### config.mk
export PLATFORM = sky130hd
export DESIGN_NAME = cas_block_ctrl
export DESIGN_NICKNAME = d
export VERILOG_FILES = /design/src/rtl/cas_pkg.sv /design/src/rtl/cas_block_ctrl.sv
export SDC_FILE = /design/constraint.sdc
export NUM_CORES = 1
export LEC_CHECK = 0
export CORE_MARGIN = 2
export CORE_UTILIZATION = 50
export DETAILED_ROUTE_END_ITERATION = 12
export HOLD_SLACK_MARGIN = 0.12
export PLACE_DENSITY = 0.87
export REMOVE_ABC_BUFFERS = 1
export SLEW_MARGIN = 20
export SYNTH_ARGS = -nofsm -noshare
export SYNTH_HDL_FRONTEND = slang
export SYNTH_SLANG_ARGS = --single-unit
### constraint.sdc
create_clock -name clk -period 2.8 [get_ports clk]
set_input_delay 0.84 -clock clk [delete_from_list [all_inputs] [get_ports clk]]
set_output_delay 0.84 -clock clk [all_outputs]
set_load 0.005 [all_outputs]
### src/rtl/cas_pkg.sv
// Shared constants and state encoding for the cassette block controller.
package cas_pkg;
  localparam logic [7:0] CAS_LEADER_BYTE = 8'h55;
  localparam logic [7:0] CAS_SYNC_BYTE   = 8'h3C;

  typedef enum logic [3:0] {
    IDLE, LEADER, SYNC, TYPE, LEN, FETCH, DATA, CSUM, TRAIL, GAP
  } cas_state_e;

  typedef enum logic {SEND, WAIT} cas_phase_e;
endpackage

### src/rtl/cas_block_ctrl.sv
// Cassette block framer: leader, sync, type, len, data, checksum, trailer fed bytewise to a serializer.
// Define CAS_GAP_EN to hold busy for GAP_CYCLES of silence after each completed block.
module cas_block_ctrl
  import cas_pkg::*;
#(
  parameter int          LEADER_LEN = 128,
  parameter logic [23:0] GAP_CYCLES = 24'd500000
) (
  input  logic       clk,
  input  logic       reset_n,
  input  logic       blk_req,
  input  logic [7:0] blk_type,
  input  logic [7:0] blk_len,
  input  logic       abort,
  output logic       byte_rd,
  output logic [7:0] byte_addr,
  input  logic [7:0] byte_in,
  output logic       sq_start,
  output logic [7:0] sq_din,
  input  logic       sq_done,
  output logic       busy,
  output logic       blk_done,
  output logic [7:0] csum
);

  // One counter serves both the leader run and the post-block gap.
  localparam int CW = $bits(GAP_CYCLES);

  cas_state_e    state, state_n;
  cas_phase_e    ph, ph_n;
  logic          wfirst, wfirst_n;
  logic [CW-1:0] cnt, cnt_n;
  logic [7:0]    idx, idx_n, type_r, type_n, len_r, len_n, csum_r, csum_n, din_q;
  logic          done_q, done_n, abort_r, abort_n;
  logic          byte_fin, stop;

  always_ff @(posedge clk) begin
    if (!reset_n) begin
      state   <= IDLE;
      ph      <= SEND;
      wfirst  <= 1'b0;
      cnt     <= '0;
      idx     <= '0;
      type_r  <= '0;
      len_r   <= '0;
      csum_r  <= '0;
      din_q   <= '0;
      done_q  <= 1'b0;
      abort_r <= 1'b0;
    end else begin
      state   <= state_n;
      ph      <= ph_n;
      wfirst  <= wfirst_n;
      cnt     <= cnt_n;
      idx     <= idx_n;
      type_r  <= type_n;
      len_r   <= len_n;
      csum_r  <= csum_n;
      din_q   <= sq_din;
      done_q  <= done_n;
      abort_r <= abort_n;
    end
  end

  assign busy      = (state != IDLE);
  assign blk_done  = done_q;
  assign csum      = csum_r;
  assign byte_addr = idx;

  // sq_done is stale during the first WAIT cycle, so it only counts afterwards.
  assign byte_fin = (ph == WAIT) && !wfirst && sq_done;
  assign stop     = abort_r | abort;

  always_comb begin
    state_n  = state;
    ph_n     = ph;
    wfirst_n = 1'b0;
    cnt_n    = cnt;
    idx_n    = idx;
    type_n   = type_r;
    len_n    = len_r;
    csum_n   = csum_r;
    done_n   = 1'b0;
    abort_n  = abort_r | (abort & busy);
    sq_start = 1'b0;
    sq_din   = din_q;
    byte_rd  = 1'b0;
    case (state)
      IDLE: begin
        // A request coinciding with blk_done belongs to the finishing block's window.
        if (blk_req && !done_q) begin
          type_n  = blk_type;
          len_n   = blk_len;
          csum_n  = '0;
          cnt_n   = '0;
          idx_n   = '0;
          abort_n = 1'b0;
          ph_n    = SEND;
          state_n = (LEADER_LEN == 0) ? SYNC : LEADER;
        end
      end
      FETCH: begin
        byte_rd = 1'b1;
        ph_n    = SEND;
        state_n = DATA;
      end
`ifdef CAS_GAP_EN
      GAP: begin
        if (cnt == GAP_CYCLES) state_n = IDLE;
        else                   cnt_n   = cnt + CW'(1);
      end
`endif
      LEADER, SYNC, TYPE, LEN, DATA, CSUM, TRAIL: begin
        if (ph == SEND) begin
          sq_start = 1'b1;
          ph_n     = WAIT;
          wfirst_n = 1'b1;
          case (state)
            SYNC: sq_din = CAS_SYNC_BYTE;
            TYPE: begin sq_din = type_r;  csum_n = csum_r + type_r;  end
            LEN:  begin sq_din = len_r;   csum_n = csum_r + len_r;   end
            DATA: begin sq_din = byte_in; csum_n = csum_r + byte_in; end
            CSUM: sq_din = csum_r;
            default: sq_din = CAS_LEADER_BYTE;
          endcase
        end else if (byte_fin) begin
          ph_n = SEND;
          if (stop) begin
            state_n = IDLE;
            done_n  = 1'b1;
          end else begin
            case (state)
              LEADER: begin
                if (cnt == CW'(LEADER_LEN - 1)) begin
                  cnt_n   = '0;
                  state_n = SYNC;
                end else begin
                  cnt_n = cnt + CW'(1);
                end
              end
              SYNC: state_n = TYPE;
              TYPE: state_n = LEN;
              LEN:  state_n = (len_r == 8'd0) ? CSUM : FETCH;
              DATA: begin
                if (idx + 8'd1 == len_r) state_n = CSUM;
                else begin
                  idx_n   = idx + 8'd1;
                  state_n = FETCH;
                end
              end
              CSUM: state_n = TRAIL;
              default: begin
                done_n = 1'b1;
`ifdef CAS_GAP_EN
                cnt_n   = '0;
                state_n = GAP;
`else
                state_n = IDLE;
`endif
              end
            endcase
          end
        end
      end
      default: state_n = IDLE;
    endcase
  end

endmodule
==> metrics.md <==
| Metric | Value |
|---|---|
| Max-slew headroom | `roughly 69%` |
| VDD IR max | `~0.36 mV` |
| DIE HEIGHT | `~96 um` |
| Largest area contributor in the netlist | `dfxtp_1` |
| Worst slew pin tran | `between 0.4 and 0.5 ns` |
| Worst setup margin | `-0.0636 ns` |
| Worst r2r path cells | `16` |
| Setup Skew | `~0.012 ns` |
| Mapped Area | `4260 um2` |
| Fin. Hold Viols | `0` |
| Failing checks | `setup timing` |
| Reg2Reg Setup Slack | `-0.06 ns` |
| Post-synth top area share | `33.9%` |
| R2R Path End | `din_q[5]$_SDFF_PN0_` |
| Post-synthesis sequential area ratio | `33.9%` |
| Critical path type | `flip-flop to flip-flop` |
| Period utilization | `102%` |
| Ys async rst share | `0%` |
| Synth Flop Type | `dfxtp_1` |
| CP required | `between 3 and 4 ns` |
| Fin util | `70.4%` |
| Min-delay src | `type_r[0]$_SDFFE_PN0P_` |
| Synth unique cells | `63` |
| Detail Route Antenna Nets | `0` |
| Initial Utilization | `around half` |
| Met1 Usage GRT | `34.7%` |
| Switching share of power | `between 30% and 40%` |
| GR Util met2 | `roughly half` |
| Drt total wl | `between 10 and 15 mm` |
| Number of global-route vias before repair | `~4400` |
| FF+latch count, synth | `72` |
| IO buf count | `56` |
| FF-to-FF Start | `state[2]$_SDFFE_PN0P_` |
| CP max FO | `12` |
| Detailed placement HPWL | `8.73 mm` |
| Cell Area, Placed | `around 5200 um2` |
| Critical path data arrival time | `3.14 ns` |
| # IOs | `57` |
| Status | `finished with violations` |
| Largest net degree at the start of global routing | `23` |
| N_diodes | `0` |
| Nets | `a little under 700` |
| Post-synthesis average cell area | `around 7.8 um2` |
| Final slew viol count | `0` |
| Num CTS Buffers | `9` |
| CTS clk-pin slew, worst paths | `about 0.08 ns` |
| Layout cell share with drive strength beyond 1 | `between 20% and 30%` |
| Top cells by area, synth | `dfxtp_1 (34%), nand2_1 (6.3%), nor2_1 (5.4%)` |
| DP Worst Slack | `-0.581 ns` |
| Area grow syn2layout | `35.9%` |
| Design area | `approximately 5800 um2` |
| Avg WL per Cell | `18.9 um` |
| Tmin final | `2.86 ns` |
| Sequential share of power | `around 33%` |
| Yosys warns | `0` |
| Core area | `8220 um2` |
| CTS Root Cell | `clkbuf_8` |
| Logic pwr share | `41.5%` |
| Critical path endpoint category | `flip-flop` |
| Setup-failing EPs final | `5` |
| First-pass GRT wire length | `20.8 mm` |
| Initial antenna violation count | `0` |
| Switch Pwr | `1.36 mW` |
| Chip width | `about 96 um` |
| Worst hold stages | `2` |
| Iter 0 DRT Violations | `just over 500` |
| Global routing met3 resource utilization | `6.03%` |
| Maxcap violations | `0` |
| GR Overflow Total | `0` |
| Clk_lat worst skew | `between 0.3 and 0.4 ns` |
| Number of synthesized flops with an enable pin | `0` |
| DR pass1 iterations | `5` |
| Post-synthesis cell count | `~540` |
| Residual DRC count | `0` |
| Hold WS | `around 0.49 ns` |
| Max Fclk | `around 350 MHz` |
| Routability cong. | `about 0.93` |
| Hold WC Path Type | `flip-flop to flip-flop` |
| Rows | `33` |
| Die ar. | `just over 9000 um2` |
| Avg Vias per Cell | `about 6.4` |
| Max Buffers Root-to-Sink | `2` |
| Worst Hold End | `type_r[0]$_SDFFE_PN0P_` |
| P_leak | `between 2 and 2.5 nW` |
| Vias | `~4800` |
| Int Power | `2.37 mW` |
| H-tree Lvls | `3` |
| RSZ-0062 raised after global routing | `yes` |
| Clk pwr share | `approximately 26%` |
| CTS tree | `done` |
| Startpoint Class | `flip-flop` |
| Total power per unit cell area | `around 650 nW/um2` |
| All-Layer GR Usage | `29.0%` |
| # clock sinks | `between 70 and 80` |
| GRT Max-Usage Layer | `met2` |
-- kinds of logic (layout without fill, tap and decap cells) --
family / count (synthesis) / count (layout) / share of synthesized area, %
simple gates: 254 / 254 / 30.0
compound gates: 120 / 120 / 18.7
flops: 72 / 72 / 33.9
buf+inv: 41 / 151 / 4.03
xor+xnor: 30 / 30 / 6.17
mux: 17 / 17 / 4.17
fa+ha+maj: 10 / 10 / 3.12
-- power groups by stage --
| stage | registers, mW | logic [mW] | clock network (mW) |
|---|---|---|---|
| final | 1.22 | 1.55 | 0.960 |
| after global routing | 1.23 | 1.66 | 1.00 |
| after CTS | 1.21 | 1.38 | 0.958 |
| after detailed placement | 1.22 | 1.30 | 0 |
| after global placement | 1.22 | 1.26 | 0 |
| after floorplan | 1.23 | 0.658 | 0 |
-- sequential cells by signal (all words and copies together), names as in the netlist --
| signal | cells |
|---|---|
| cnt | 24 |
| csum | 8 |
| state | 4 |
| len_r | 8 |
| blk_done | 1 |
| abort_r | 1 |
| type_r | 8 |
| ph | 1 |
| byte_addr | 8 |
| din_q | 8 |
| wfirst | 1 |
-- worst max-delay path, stage by stage, from the launching register on --
cell,delay (ns)
dfxtp_4,0.40
buf_6,0.19
nor3b_4,0.30
buf_4,0.21
a22oi_2,0.08
buf_4,0.16
buf_4,0.12
buf_4,0.12
buf_4,0.12
buf_4,0.12
buf_4,0.12
buf_4,0.13
buf_4,0.12
buf_4,0.13
buf_4,0.12
buf_4,0.13
a211oi_2,0.21
-- timing repair --
action | 4_1_cts | 5_1_grt
hold buffers | 0 | 0
resized for setup | 76 | 44
setup buffers | 18 | 5
gates cloned | 1 | 0
setup endpoints to repair | 13 | 15
pin swaps | 21 | 17
-- cells in the final DEF, fill, tap and decap left out, types with 5 or more instances in the layout --
cell / Yosys / layout
clkdlybuf4s50_1: 0 / 38
a21o_1: 6 / 6
buf_2: 5 / 7
o21ai_1: 5 / 7
ha_1: 9 / 7
o221ai_1: 5 / 5
mux2i_1: 11 / 8
buf_4: 1 / 64
buf_6: 1 / 9
or3_1: 7 / 6
a22oi_1: 8 / 7
and3_1: 11 / 11
nor2_1: 61 / 51
xnor2_1: 13 / 13
o21ai_0: 15 / 12
nor3_1: 12 / 11
clkbuf_8: 0 / 10
nand3_1: 18 / 18
nor3b_1: 9 / 7
and2_1: 7 / 6
nor2b_1: 15 / 10
a21oi_1: 37 / 35
nand4_1: 11 / 11
nand2_1: 71 / 70
nor4_1: 9 / 9
xor2_1: 17 / 17
dfxtp_1: 72 / 68
dlygate4sd2_1: 0 / 8
nor2_2: 0 / 6
a211oi_1: 9 / 5
-- worst max path at each step --
stage | from | to | slack (ns) | depth (start not counted)
after global routing | byte_in[0] | csum[6]$_SDFFE_PN0P_ | -0.25 | 13
after detailed placement | byte_in[0] | csum[6]$_SDFFE_PN0P_ | -0.58 | 13
after CTS | byte_in[1] | sq_din[1] | -0.09 | 5
after global placement | byte_in[0] | csum[6]$_SDFFE_PN0P_ | -0.47 | 13
final | state[2]$_SDFFE_PN0P_ | din_q[5]$_SDFF_PN0_ | -0.06 | 16
after floorplan | abort | cnt[9]$_SDFFE_PN0P_ | -0.65 | 6
-- metal layers --
| metal | share of wire, % | routed length (um) |
|---|---|---|
| met1 | 38 | 5440 |
| met2 | 48 | 6940 |
| met3 | 8.7 | 1250 |
| met4 | 4.8 | 682 |
| met5 | 0 | 0 |
-- per-stage QoR --
step	std cells	total power, mW	setup TNS (ns)
after CTS	756	3.54	-0.0993
after floorplan	510	1.89	-11.32
after global placement	722	2.48	-6.15
final	759	3.73	-0.155
after global routing	759	3.89	-0.987
after detailed placement	722	2.53	-7.21
-- layout make-up --
cell class              count  area, um2
multi-input cells         431       2850
fillers                   561       2430
flip-flops and latches     72       1450
repair buffers            128       1090
clock buffers              10        138
well taps                 105        131
clock inverters             6       91.3
inverters                   7       26.3
-- Yosys cell counts (4+ instances only) --
master and n:
nand4_1 11, nor2b_1 15, a22oi_1 8, or3_1 7, nand2b_1 5, nor3b_1 9
and2_1 7, a21oi_1 37, clkbuf_1 26, dfxtp_1 72, mux2i_1 11, o21ai_1 5
nor3_1 12, nor4_1 9, inv_1 5, and3_1 11, xor2_1 17, a211oi_1 9
o21ai_0 15, buf_2 5, a31oi_1 4, nand3_1 18, mux2_2 6, nor2_1 61
ha_1 9, a21o_1 6, xnor2_1 13, nand2_1 71, o221ai_1 5
(Power assumes the default switching activity.)
